`src/rtl/bft_pkg.sv`:
```
// Shared BFT definitions: default field widths, packet field offsets as
// functions of the widths, the credit counter type and the output-stage
// state encoding.
package bft_pkg;

   localparam int DEF_PACKET_BITS   = 97;
   localparam int DEF_NUM_LEAF_BITS = 6;
   localparam int DEF_NUM_PORT_BITS = 4;
   localparam int DEF_NUM_ADDR_BITS = 7;
   localparam int DEF_PAYLOAD_BITS  = 64;

   // Credit range is 0..DEPTH, hence one bit wider than the address.
   typedef logic [DEF_NUM_ADDR_BITS:0] credit_t;

   typedef enum logic {
      ST_EMPTY = 1'b0,
      ST_FULL  = 1'b1
   } port_state_t;

   // Packet layout (MSB first): {vld, leaf, port, pad, addr, payload}
   function automatic int vld_bit(input int packet_bits);
      return packet_bits - 1;
   endfunction

   function automatic int leaf_lsb(input int packet_bits, input int leaf_bits);
      return packet_bits - 1 - leaf_bits;
   endfunction

   function automatic int port_lsb(input int packet_bits, input int leaf_bits,
                                   input int port_bits);
      return packet_bits - 1 - leaf_bits - port_bits;
   endfunction

   function automatic int addr_lsb(input int payload_bits);
      return payload_bits;
   endfunction

endpackage

```
`src/rtl/credit_counter.sv`:
```
// Saturating credit counter for the remote input-port BRAM.
//   clk, reset : clock, synchronous active-high reset (count <= MAX)
//   inc        : add STEP credits (freespace update received)
//   dec        : consume one credit (beat accepted); ignored at zero
//   count      : current credit value, 0..MAX
//   zero       : count == 0
//   ovf        : the update at this edge would exceed MAX and saturates
module credit_counter
   import bft_pkg::*;
#(
   parameter int CNT_BITS = DEF_NUM_ADDR_BITS + 1,
   parameter int MAX      = 2 ** DEF_NUM_ADDR_BITS,
   parameter int STEP     = 64
) (
   input  logic                clk,
   input  logic                reset,
   input  logic                inc,
   input  logic                dec,
   output logic [CNT_BITS-1:0] count,
   output logic                zero,
   output logic                ovf
);

   localparam int SW = CNT_BITS + 1;

   logic [SW-1:0]       sum;
   logic [CNT_BITS-1:0] next_count;

   assign zero = (count == {CNT_BITS{1'b0}});

   // Combined increment/decrement in one update, then saturate at MAX.
   always_comb begin
      sum        = {1'b0, count};
      next_count = count;
      if (inc) begin
         sum = sum + SW'(STEP);
      end else begin
         sum = sum;
      end
      if (dec && !zero) begin
         sum = sum - {{(SW-1){1'b0}}, 1'b1};
      end else begin
         sum = sum;
      end
      ovf = (sum > SW'(MAX));
      if (ovf) begin
         next_count = CNT_BITS'(MAX);
      end else begin
         next_count = sum[CNT_BITS-1:0];
      end
   end

   // Credit register.
   always_ff @(posedge clk) begin
      if (reset) begin
         count <= CNT_BITS'(MAX);
      end else begin
         count <= next_count;
      end
   end

endmodule

```
`src/rtl/output_port.sv`:
```
// BFT output port: packs user beats into BFT packets, holds them in a
// one-entry output register until the leaf arbiter grants, and throttles
// the user with a credit counter mirroring free space in the remote
// input-port BRAM.
//   clk, reset      : clock, synchronous active-high reset
//   dst_leaf/port   : destination, quasi-static
//   din_user2b_out  : user payload, vld_user2b_out its valid
//   ack_b_out2user  : beat accepted when vld & ack (combinational)
//   packet_out      : packet to arbiter, MSB = valid
//   grant_bft2out   : arbiter consumed packet_out this cycle
//   din_freespace   : freespace-update packet from the leaf
//   credit_err      : sticky credit overflow flag
// Optional feature macro: OUTPUT_PORT_CREDIT_CHECK_EN enables credit_err
// (otherwise tied low; saturation itself is always present).
module output_port
   import bft_pkg::*;
#(
   parameter int PACKET_BITS           = DEF_PACKET_BITS,
   parameter int NUM_LEAF_BITS         = DEF_NUM_LEAF_BITS,
   parameter int NUM_PORT_BITS         = DEF_NUM_PORT_BITS,
   parameter int NUM_ADDR_BITS         = DEF_NUM_ADDR_BITS,
   parameter int PAYLOAD_BITS          = DEF_PAYLOAD_BITS,
   parameter int PORT_No               = 2,
   parameter int FREESPACE_UPDATE_SIZE = 64
) (
   input  logic                     clk,
   input  logic                     reset,
   input  logic [NUM_LEAF_BITS-1:0] dst_leaf,
   input  logic [NUM_PORT_BITS-1:0] dst_port,
   input  logic [PAYLOAD_BITS-1:0]  din_user2b_out,
   input  logic                     vld_user2b_out,
   output logic                     ack_b_out2user,
   output logic [PACKET_BITS-1:0]   packet_out,
   input  logic                     grant_bft2out,
   input  logic [PACKET_BITS-1:0]   din_freespace,
   output logic                     credit_err
);

   localparam int VLD_BIT  = vld_bit(PACKET_BITS);
   localparam int LEAF_LSB = leaf_lsb(PACKET_BITS, NUM_LEAF_BITS);
   localparam int PORT_LSB = port_lsb(PACKET_BITS, NUM_LEAF_BITS, NUM_PORT_BITS);
   localparam int ADDR_LSB = addr_lsb(PAYLOAD_BITS);
   localparam int PAD_BITS = PORT_LSB - ADDR_LSB - NUM_ADDR_BITS;
   localparam int DEPTH    = 2 ** NUM_ADDR_BITS;

   port_state_t              state;
   logic [NUM_ADDR_BITS-1:0] wr_addr;
   logic [NUM_ADDR_BITS:0]   credit;
   logic                     credit_zero;
   logic                     credit_ovf;
   logic                     full;
   logic                     accept;
   logic                     fs_hit;
   logic                     fs_unused;

   assign full   = (state == ST_FULL);
   // Ack never looks at vld, so the user may use it to launch a beat.
   assign ack_b_out2user = !reset && !credit_zero && (!full || grant_bft2out);
   assign accept = vld_user2b_out && ack_b_out2user;
   assign fs_hit = din_freespace[VLD_BIT] &&
                   (din_freespace[PORT_LSB +: NUM_PORT_BITS] ==
                    NUM_PORT_BITS'(PORT_No));
   // Fields of the update packet that this port does not look at.
   assign fs_unused = ^{din_freespace[VLD_BIT-1:LEAF_LSB],
                        din_freespace[PORT_LSB-1:0]};

   credit_counter #(
      .CNT_BITS (NUM_ADDR_BITS + 1),
      .MAX      (DEPTH),
      .STEP     (FREESPACE_UPDATE_SIZE)
   ) u_credit (
      .clk   (clk),
      .reset (reset),
      .inc   (fs_hit),
      .dec   (accept),
      .count (credit),
      .zero  (credit_zero),
      .ovf   (credit_ovf)
   );

   // Output-stage FSM with registered packet and write address.
   always_ff @(posedge clk) begin
      if (reset) begin
         state      <= ST_EMPTY;
         packet_out <= {PACKET_BITS{1'b0}};
         wr_addr    <= {NUM_ADDR_BITS{1'b0}};
      end else begin
         if (accept) begin
            packet_out <= {1'b1, dst_leaf, dst_port, {PAD_BITS{1'b0}},
                           wr_addr, din_user2b_out};
            wr_addr    <= wr_addr + {{(NUM_ADDR_BITS-1){1'b0}}, 1'b1};
         end
         case (state)
            ST_EMPTY: begin
               if (accept) begin
                  state <= ST_FULL;
               end
            end
            ST_FULL: begin
               // A load in the grant cycle simply overwrites the register.
               if (grant_bft2out && !accept) begin
                  state      <= ST_EMPTY;
                  packet_out <= {PACKET_BITS{1'b0}};
               end
            end
            default: begin
               state      <= ST_EMPTY;
               packet_out <= {PACKET_BITS{1'b0}};
            end
         endcase
      end
   end

`ifdef OUTPUT_PORT_CREDIT_CHECK_EN
   // Sticky flag for a credit update that had to saturate.
   always_ff @(posedge clk) begin
      if (reset) begin
         credit_err <= 1'b0;
      end else if (credit_ovf) begin
         credit_err <= 1'b1;
         $error("output_port: credit overflow, saturated at %0d", DEPTH);
      end else begin
         credit_err <= credit_err;
      end
   end
`else
   logic ovf_unused;
   assign ovf_unused = credit_ovf;
   assign credit_err = 1'b0;
`endif

endmodule

```
`config.mk`:
```
export PLATFORM = sky130hd
export DESIGN_NAME = output_port
export DESIGN_NICKNAME = d
export VERILOG_FILES = /design/src/rtl/bft_pkg.sv /design/src/rtl/credit_counter.sv /design/src/rtl/output_port.sv
export SDC_FILE = /design/constraint.sdc
export NUM_CORES = 1
export LEC_CHECK = 0
export CORE_AREA = 2 2 107 109
export DETAILED_ROUTE_END_ITERATION = 10
export DIE_AREA = 0 0 109 111
export PLACE_DENSITY = 0.95
export SLEW_MARGIN = 10
export SYNTH_ARGS = -nofsm -noshare
export SYNTH_HDL_FRONTEND = slang
export SYNTH_SLANG_ARGS = --single-unit
```
`constraint.sdc`:
```
create_clock -name clk -period 4.5 [get_ports clk]
set_input_delay 0.9 -clock clk [delete_from_list [all_inputs] [get_ports clk]]
set_output_delay 0.9 -clock clk [all_outputs]
set_load 0.005 [all_outputs]
```
* Yosys cells after proc, flatten, opt, wreduce, memory -nomap -nowiden
Cells that the tools add are included.
Widths: inputs -> output; s select.
** Operators by class
- $add $sub $neg :: 3
- Order comparisons :: 1
- Eq/ne operators :: 1
- Mux-type cells :: 8
- Bitwise operators :: 1
- Reduce and logical (&&, ||, !) cells :: 13
** Operators by type and width (number)
- $mux 97 :: 3
- $mux 9 :: 2
- $add 8x7->9 const B :: 1
- $gt 9x8->1 const B :: 1
- $sub 9x1->9 const B :: 1
- $logic_not 8->1 :: 1
- $add 7x1->7 const B :: 1
- $logic_and 1x1->1 :: 6
- $eq 4x2->1 const B :: 1
- $logic_not 1->1 :: 4
- $mux 1 :: 2
- $pmux 1 s2 :: 1
- $reduce_or 2->1 :: 1
- $logic_or 1x1->1 :: 1
- $not 1->1 :: 1
** Storage, ports and cells
- Flip-flop bits (word level) :: 113
- Output and inout bits :: 99
- Logic and storage cells :: 31

* Logic depth before layout (Yosys ltp)
Gate-level depths: netlist of run 1.
- Depth in word-level cells :: 9
- Gate-level depth with buffers :: 11
- Mapped depth without buffers :: 8

* Modules after synthesis
Synthesis of run 1 repeated with hierarchy kept, for this count alone.
** Second synthesis, totals
- Cells, all modules :: 519
- Area, all modules :: 4321.6 sq um
** Modules (own cells, without submodules)
- output_port :: times used 1, cells each 436, area an instance 3632.2 sq um
- credit_counter :: times used 1, cells each 83, area an instance 689.4 sq um

* Worst setup path before layout of run 1
OpenSTA, ideal clock, no wires.
- Path type :: input to register
- From :: input vld_user2b_out
- To :: register packet_out[19]
- Setup time :: 0.074 ns
- Arrival time :: 2.511 ns
- Required time :: 4.426 ns
- Setup slack :: 1.915 ns
- Stages :: 9
- Path buffers :: 4
- Cell sequence :: or2b_2 nor2_1 and2_1 clkbuf_1 clkbuf_1 buf_2 buf_2 nand2_1 o21ai_0
** Between the ends
- Cells in the longest elaborated chain, start to end :: 5
- Elaborated cells on any way between the ends :: 6
- Classes of those cells :: mux: 3; reduce/logical: 3
** RTL lines
- start: declaration :: RTL line output_port.sv:31 : input logic vld_user2b_out,
- $logic_and 1x1->1 * :: RTL line output_port.sv:59 : assign accept = vld_user2b_out && ack_b_out2user;
- $logic_not 1->1 :: RTL line output_port.sv:101 : if (grant_bft2out && !accept) begin
- $logic_and 1x1->1 :: RTL line output_port.sv:101
- $mux 97 :: RTL line output_port.sv:101
- $mux 97 * :: RTL line output_port.sv:93 : case (state)
- end signal: assignment :: RTL line output_port.sv:89 : packet_out <= {1'b1, dst_leaf, dst_port, {PAD_BITS{1'b0}},
- end signal: assignment :: RTL line output_port.sv:103 : packet_out <= {PACKET_BITS{1'b0}};
- end signal: assignment :: RTL line output_port.sv:108 : packet_out <= {PACKET_BITS{1'b0}};
- end: declaration :: RTL line output_port.sv:33 : output logic [PACKET_BITS-1:0] packet_out,
Mark *: on every way between the ends. The rest lies on a longest branch, timed or not.
A chain may end at the register's enable or synchronous reset.

* Worst setup path in the final report of run 1
- From :: input reset
- To :: output ack_b_out2user
** Between the ends
- Cells in the longest elaborated chain, start to end :: 3
** RTL lines
- start: declaration :: RTL line output_port.sv:27 : input logic reset,
- $logic_not 1->1 :: RTL line output_port.sv:58 : assign ack_b_out2user = !reset && !credit_zero && (!full || grant_bft2out);
- $logic_and 1x1->1 (2 in series) :: RTL line output_port.sv:58
- end: declaration :: RTL line output_port.sv:32 : output logic ack_b_out2user,
Every way passes these cells.

==> metrics.csv, run 1 <==
stage,metric,value,unit
placed_design,gp_congestion,0.763,
synth,avgSynthCellArea,8.29,µm²
sta,finClkSkew,10.6,ps
grt,grt_pass1_vias,3784,
setup_path,cp-end-kind,output port,
setup_path,cp-start-kind,input pin,
sta,finalCritPeriodShare,75.2,%
synth,synth_cell_types,34,
synth,synth.most_common_cell,nand2_1,
die,die_area,12100,µm²
setup_path,worstPathRequired,3600,ps
routing,drt_iter0_drc,183,
run_status,status,completed,
synth,yosysTopAreaCellShare,55.6,%
worst_hold_path,min_path_type,reg -> reg,
synth,synth_top_family_by_area,simple AND/OR/NAND/NOR gates,
final_layout,layout.cells.non_filler,817,
grt,track_usage,18.8,%
sta,min_period,3380,ps
setup_path,path_max_fanout,11,
routing,drt_wl_total,10800,µm
clocking,post_cts_resized,0,
sta,fmax,295,MHz
clocking,clockBufferDepth,2,
synth,synth_edf_count,0,
sta,rsz0062_at_grt,no,
run,drv_cap,0,
sta,slew_violations,0,
synth,synth_seq_cells,113,
clocking,cts_buffers,17,
synth,synth.area.top_cells,"dfxtp_1 (56%), nand2_1 (16%), o21ai_0 (10%)",
die,chipHeight,111,µm
synth,async_flop_share,0,%
synth,synthMuxAreaShare,0.492,%
die,die_w,109,µm
placed_design,io_buffers,180,
synth,yosysWarnings,0,
clocking,clk_latency,410,ps
die,initial_utilization,36.8,%
synth,synth_ff_type,dfxtp_1,
clocking,clock-sinks,113,
grt,grt_antenna_before_repair,0,
sta,finalHoldViolCount,0,
grt,grt_overflow,0,
final_layout,fin_util,59.4,%
clocking,post-cts-setup-buffers,0,
placed_design,placed_cells,786,
routing,vias,3810,
setup_path,crit_type,in -> out,
synth,synth_compound_area_share,11.9,%
synth,syn_inst,491,
synth,yosys.area_share.simple,24.1,%
sta,slew_headroom,59.3,%
synth,ys_top_cells_by_count,"nand2_1 (173), dfxtp_1 (113), o21ai_0 (85), clkbuf_1 (28), and3_1 (16)",
final_layout,n_antenna_cell,0,
sta,tns,0,ps
sta,worst_pin_slew,611,ps
synth,yosys.area.top_type,dfxtp_1,
die,rows,39,
routing,drc_errors,0,
routing,ant_nets,0,
synth,synth-xor-area-share,2.58,%
final_layout,drive_above_1_share,6.68,%
power_and_ir_drop,p_per_area,441,nW/µm²
grt,grt_pass1_wl,17500,µm
sta,final-setup-viol-count,0,
clocking,h-tree-depth,4,
die,ios,274,
clocking,root_buffer,clkbuf_16,
grt,grt_max_degree,102,
clocking,ctsHoldBuffers,0,
routing,routed_via_density,4.66,
clocking,cts_tree,done,
synth,seq_area_frac_synth,55.6,%
setup_path,rrSetupSlack,2220,ps
synth,synth_fa_ha_area_share,1.54,%
setup_path,arrival,2480,ps
synth,syn_nets,671,
routing,avgRoutedWirePerCell,13.2,µm
power_and_ir_drop,power.leakage,2.50,nW
power_and_ir_drop,vdd_drop_max,0.329,mV
synth,syn_area,4070,µm²
clocking,clk_pin_slew,50,ps
final_layout,final_nets,842,
placed_design,dp_hpwl,7390,µm
routing,drtPass1Iterations,4,
die,core-area,11100,µm²
final_layout,area_delta_synth_final,61.6,%
==> worst paths after layout <==
check / startpoint / end / depth (start not counted)
setup / recovery: reset / ack_b_out2user / 4
hold / removal: packet_out[86]$_SDFF_PP0_ / packet_out[86]$_SDFF_PP0_ / 2
setup reg to reg: u_credit.count[2]$_SDFF_PP0_ / u_credit.count[2]$_SDFF_PP0_ / 6
hold reg to reg: packet_out[86]$_SDFF_PP0_ / packet_out[86]$_SDFF_PP0_ / 2
==> cells in the final DEF, fill, tap and decap left out, types with 2 or more instances in the layout <==
cell | Yosys | layout
clkdlybuf4s50_1 | 0 | 180
inv_1 | 5 | 5
xnor2_1 | 6 | 6
nor2_1 | 15 | 15
clkbuf_8 | 0 | 3
nor3_1 | 2 | 2
ha_1 | 5 | 5
dfxtp_1 | 113 | 113
o21ai_0 | 85 | 85
clkbuf_16 | 0 | 17
or4_4 | 2 | 2
nand2_1 | 173 | 173
nand4_1 | 3 | 3
xor2_1 | 6 | 6
buf_4 | 1 | 3
mux2i_1 | 2 | 2
or3_1 | 2 | 2
a21oi_1 | 4 | 3
nor4_1 | 2 | 2
clkinv_2 | 0 | 6
nand3_1 | 4 | 4
bufinv_16 | 0 | 3
and3_1 | 16 | 16
==> critical path, stage by stage <==
cell,delay [ps]
clkdlybuf4s50_1,770
inv_1,160
and3_1,190
clkdlybuf4s50_1,460
==> routing by layer <==
layer	vias to the layer above	wire, µm	share of wire, %	global-route usage (%)
met5	-	0	0	0
met4	0	242	2.2	8.38
met3	25	986	9.1	9.88
met2	132	5220	48	30.3
met1	1716	4370	40	20.1
li1	1937	-	-	-
==> cell families (layout without fill, tap and decap cells) <==
group,after synthesis,count (layout)
buffers and inverters,37,220
AO/OA/AOI/OAI,93,93
other,1,1
XOR/XNOR,12,12
multiplexers,2,2
flip-flops,113,113
adder cells (fa/ha/maj),5,5
AND/OR/NAND/NOR,228,228
==> flip-flops by register name, indices dropped and copies added (netlist names) <==
name            cells
full                1
packet_out         97
wr_addr             7
u_credit.count      8
==> stage by stage <==
| step | power (mW) | worst slack [ps] | hold WS, ps | area [µm²] |
|---|---|---|---|---|
| 4_1_cts | 2.94 | 1120 | 455 | 6580 |
| 6_report | 2.90 | 1120 | 454 | 6580 |
| 3_3_place_gp | 1.56 | 1160 | 429 | 5970 |
| 3_5_place_dp | 1.57 | 1110 | 446 | 5970 |
| 5_1_grt | 3.03 | 1070 | 471 | 6580 |
| 2_1_floorplan | 1.31 | 1910 | 434 | 4070 |
==> report_power, final <==
group | switching [mW] | internal [mW] | total (mW) | leakage (nW)
combinational | 0.182 | 0.245 | 0.426 | 1.28
sequential | 0.0444 | 1.08 | 1.13 | 0.925
clock | 0.446 | 0.904 | 1.35 | 0.301
==> layout make-up <==
class | instances | area, µm²
Multi-Input combinational cell | 341 | 1670
Sequential cell | 113 | 2260
Inverter | 5 | 18.8
Fill cell | 891 | 4500
Tap cell | 143 | 179
Clock buffer | 20 | 467
Clock inverter | 11 | 136
Timing Repair Buffer | 184 | 1840
Power figures use the tool's default switching activity.
==> inputs of run 2 (changes only) <==
--- a/config.mk
+++ b/config.mk
@@ -5,10 +5,10 @@
 export SDC_FILE = /design/constraint.sdc
 export NUM_CORES = 1
 export LEC_CHECK = 0
-export CORE_AREA = 2 2 107 109
+export CORE_AREA = 2 2 110 112
 export DETAILED_ROUTE_END_ITERATION = 10
-export DIE_AREA = 0 0 109 111
-export PLACE_DENSITY = 0.95
+export DIE_AREA = 0 0 112 114
+export PLACE_DENSITY = 0.91
 export SLEW_MARGIN = 10
 export SYNTH_ARGS = -nofsm -noshare
 export SYNTH_HDL_FRONTEND = slang
==> constraint.sdc (replaced) <==
create_clock -name clk -period 3.2 [get_ports clk]
set_input_delay 0.64 -clock clk [delete_from_list [all_inputs] [get_ports clk]]
set_output_delay 0.64 -clock clk [all_outputs]
set_load 0.005 [all_outputs]
==> run 2 against run 1 <==
Against the previous run: sequential power is 40% higher; final cell count is 0.73% higher; sequential cell count stayed put; total power is 33% higher; worst setup slack worse by 590 ps; cell area is 0.51% lower; critical path type is now reg -> out; first-iteration DRC count is 16% lower; die area is 5.5% higher; clock power is 25% higher; critical path depth is 2 higher.
==> metrics.csv, run 2 (same netlist as run 1, synthesis figures left out) <==
stage,metric,value,unit
clocking,clockBufferDepth,2,
die,core-area,11700,µm²
routing,ant_nets,0,
final_layout,layout_commonest_cell,clkdlybuf4s50_1,
grt,grt_overflow,0,
final_layout,regMostFlops,packet_out,
sta,finalCritPeriodShare,83.6,%
clocking,cts_tree,done,
grt,grt_max_degree,100,
clocking,clk_pin_slew,50,ps
setup_path,cp-end-kind,output port,
setup_path,arrival,2040,ps
setup_path,worst-r2r-cell-count,6,
clocking,root_buffer,clkbuf_16,
sta,fmax,374,MHz
sta,slew_headroom,53.7,%
routing,routed_via_density,4.53,
final_layout,top_regs,"packet_out (97), u_credit.count (8), wr_addr (7)",
power_and_ir_drop,p_per_area,592,nW/µm²
sta,final-setup-viol-count,0,
grt,grt_pass1_vias,3500,
clocking,ctsHoldBuffers,0,
sta,worst_pin_slew,694,ps
final_layout,fillCellCount,1021,
final_layout,final_nets,844,
power_and_ir_drop,power.leakage,2.48,nW
die,die_w,112,µm
sta,finClkSkew,8.51,ps
final_layout,final_cell_mix,"clkdlybuf4s50_1 (180), nand2_1 (173), dfxtp_1 (113), o21ai_0 (85), clkbuf_16 (17)",
placed_design,gp_congestion,0.759,
final_layout,n_antenna_cell,0,
setup_path,worstPathRequired,2560,ps
clocking,clock-sinks,113,
die,die_area,12800,µm²
sta,hold_ws,441,ps
run,drv_cap,0,
grt,grt_antenna_before_repair,0,
placed_design,io_buffers,180,
routing,drt_wl_total,10600,µm
final_layout,area_delta_synth_final,60.7,%
routing,vias,3725,
setup_path,cp-start-kind,flip-flop,
final_layout,drive_above_1_share,6.36,%
routing,drtPass1Iterations,4,
routing,drt_iter0_drc,153,
sta,tns,0,ps
clocking,post-cts-setup-buffers,0,
worst_hold_path,min_path_type,reg -> reg,
clocking,cts_buffers,17,
power_and_ir_drop,vdd_drop_max,0.519,mV
clocking,h-tree-depth,4,
setup_path,crit_type,reg -> out,
sta,rsz0062_at_grt,no,
final_layout,fin_util,55.9,%
setup_path,rrSetupSlack,910,ps
placed_design,dp_hpwl,7260,µm
sta,min_period,2680,ps
routing,avgRoutedWirePerCell,12.8,µm
grt,grt_pass1_wl,16500,µm
run_status,status,completed,
setup_path,path_max_fanout,4,
sta,finalHoldViolCount,0,
die,rows,40,
die,ios,274,
sta,slew_violations,0,
die,initial_utilization,34.8,%
routing,drc_errors,0,
grt,track_usage,16.2,%
clocking,post_cts_resized,0,
final_layout,largest_reg_flops,97,
worst_hold_path,hold_depth,2,
die,chipHeight,114,µm
clocking,clk_latency,410,ps
run 2: final timing paths:
path	from	endpoint
max	u_credit.count[0]$_SDFF_PP0_	ack_b_out2user
min	packet_out[96]$_SDFF_PP0_	packet_out[96]$_SDFF_PP0_
max reg2reg	u_credit.count[2]$_SDFF_PP0_	u_credit.count[6]$_SDFF_PP0_
min reg2reg	packet_out[96]$_SDFF_PP0_	packet_out[96]$_SDFF_PP0_
run 2: final cells by class:
type                    count  area (µm²)  share of cell area [%]
clock buffers              26         509                    7.78
clock inverters             5        27.5                   0.421
inverters                   5        18.8                   0.287
multi-input cells         341        1670                    25.5
flip-flops and latches    113        2260                    34.6
well taps                 147         184                    2.81
repair buffers            186        1870                    28.6
run 2: through the flow:
| stage | power [mW] | setup slack (ps) | instance area [µm²] | cells |
|---|---|---|---|---|
| finish | 3.88 | 524 | 6540 | 823 |
| global route | 4.04 | 373 | 6540 | 823 |
| floorplan | 1.85 | 875 | 4070 | 491 |
| detailed placement | 2.21 | 389 | 6010 | 792 |
| global placement | 2.20 | 419 | 6010 | 792 |
| CTS | 3.92 | 507 | 6540 | 823 |
run 2: critical path, stage by stage, from the launching register on:
cell             delay, ps
dfxtp_1                380
inv_1                   80
ha_1                   220
and2_1                 190
nand3_1                110
and3_1                 170
clkdlybuf4s50_1        490
run 2: routing by layer:
metal  share of wire, %  track usage, %
met1                 41            17.8
met3                9.3            7.97
met4                1.9            6.91
met5                  0               0
met2                 48            26.8
run 2: report_power, final:
group	internal [mW]	switching, mW	leakage, nW
logic	0.349	0.254	1.29
clock network	1.08	0.609	0.266
registers	1.52	0.0600	0.925
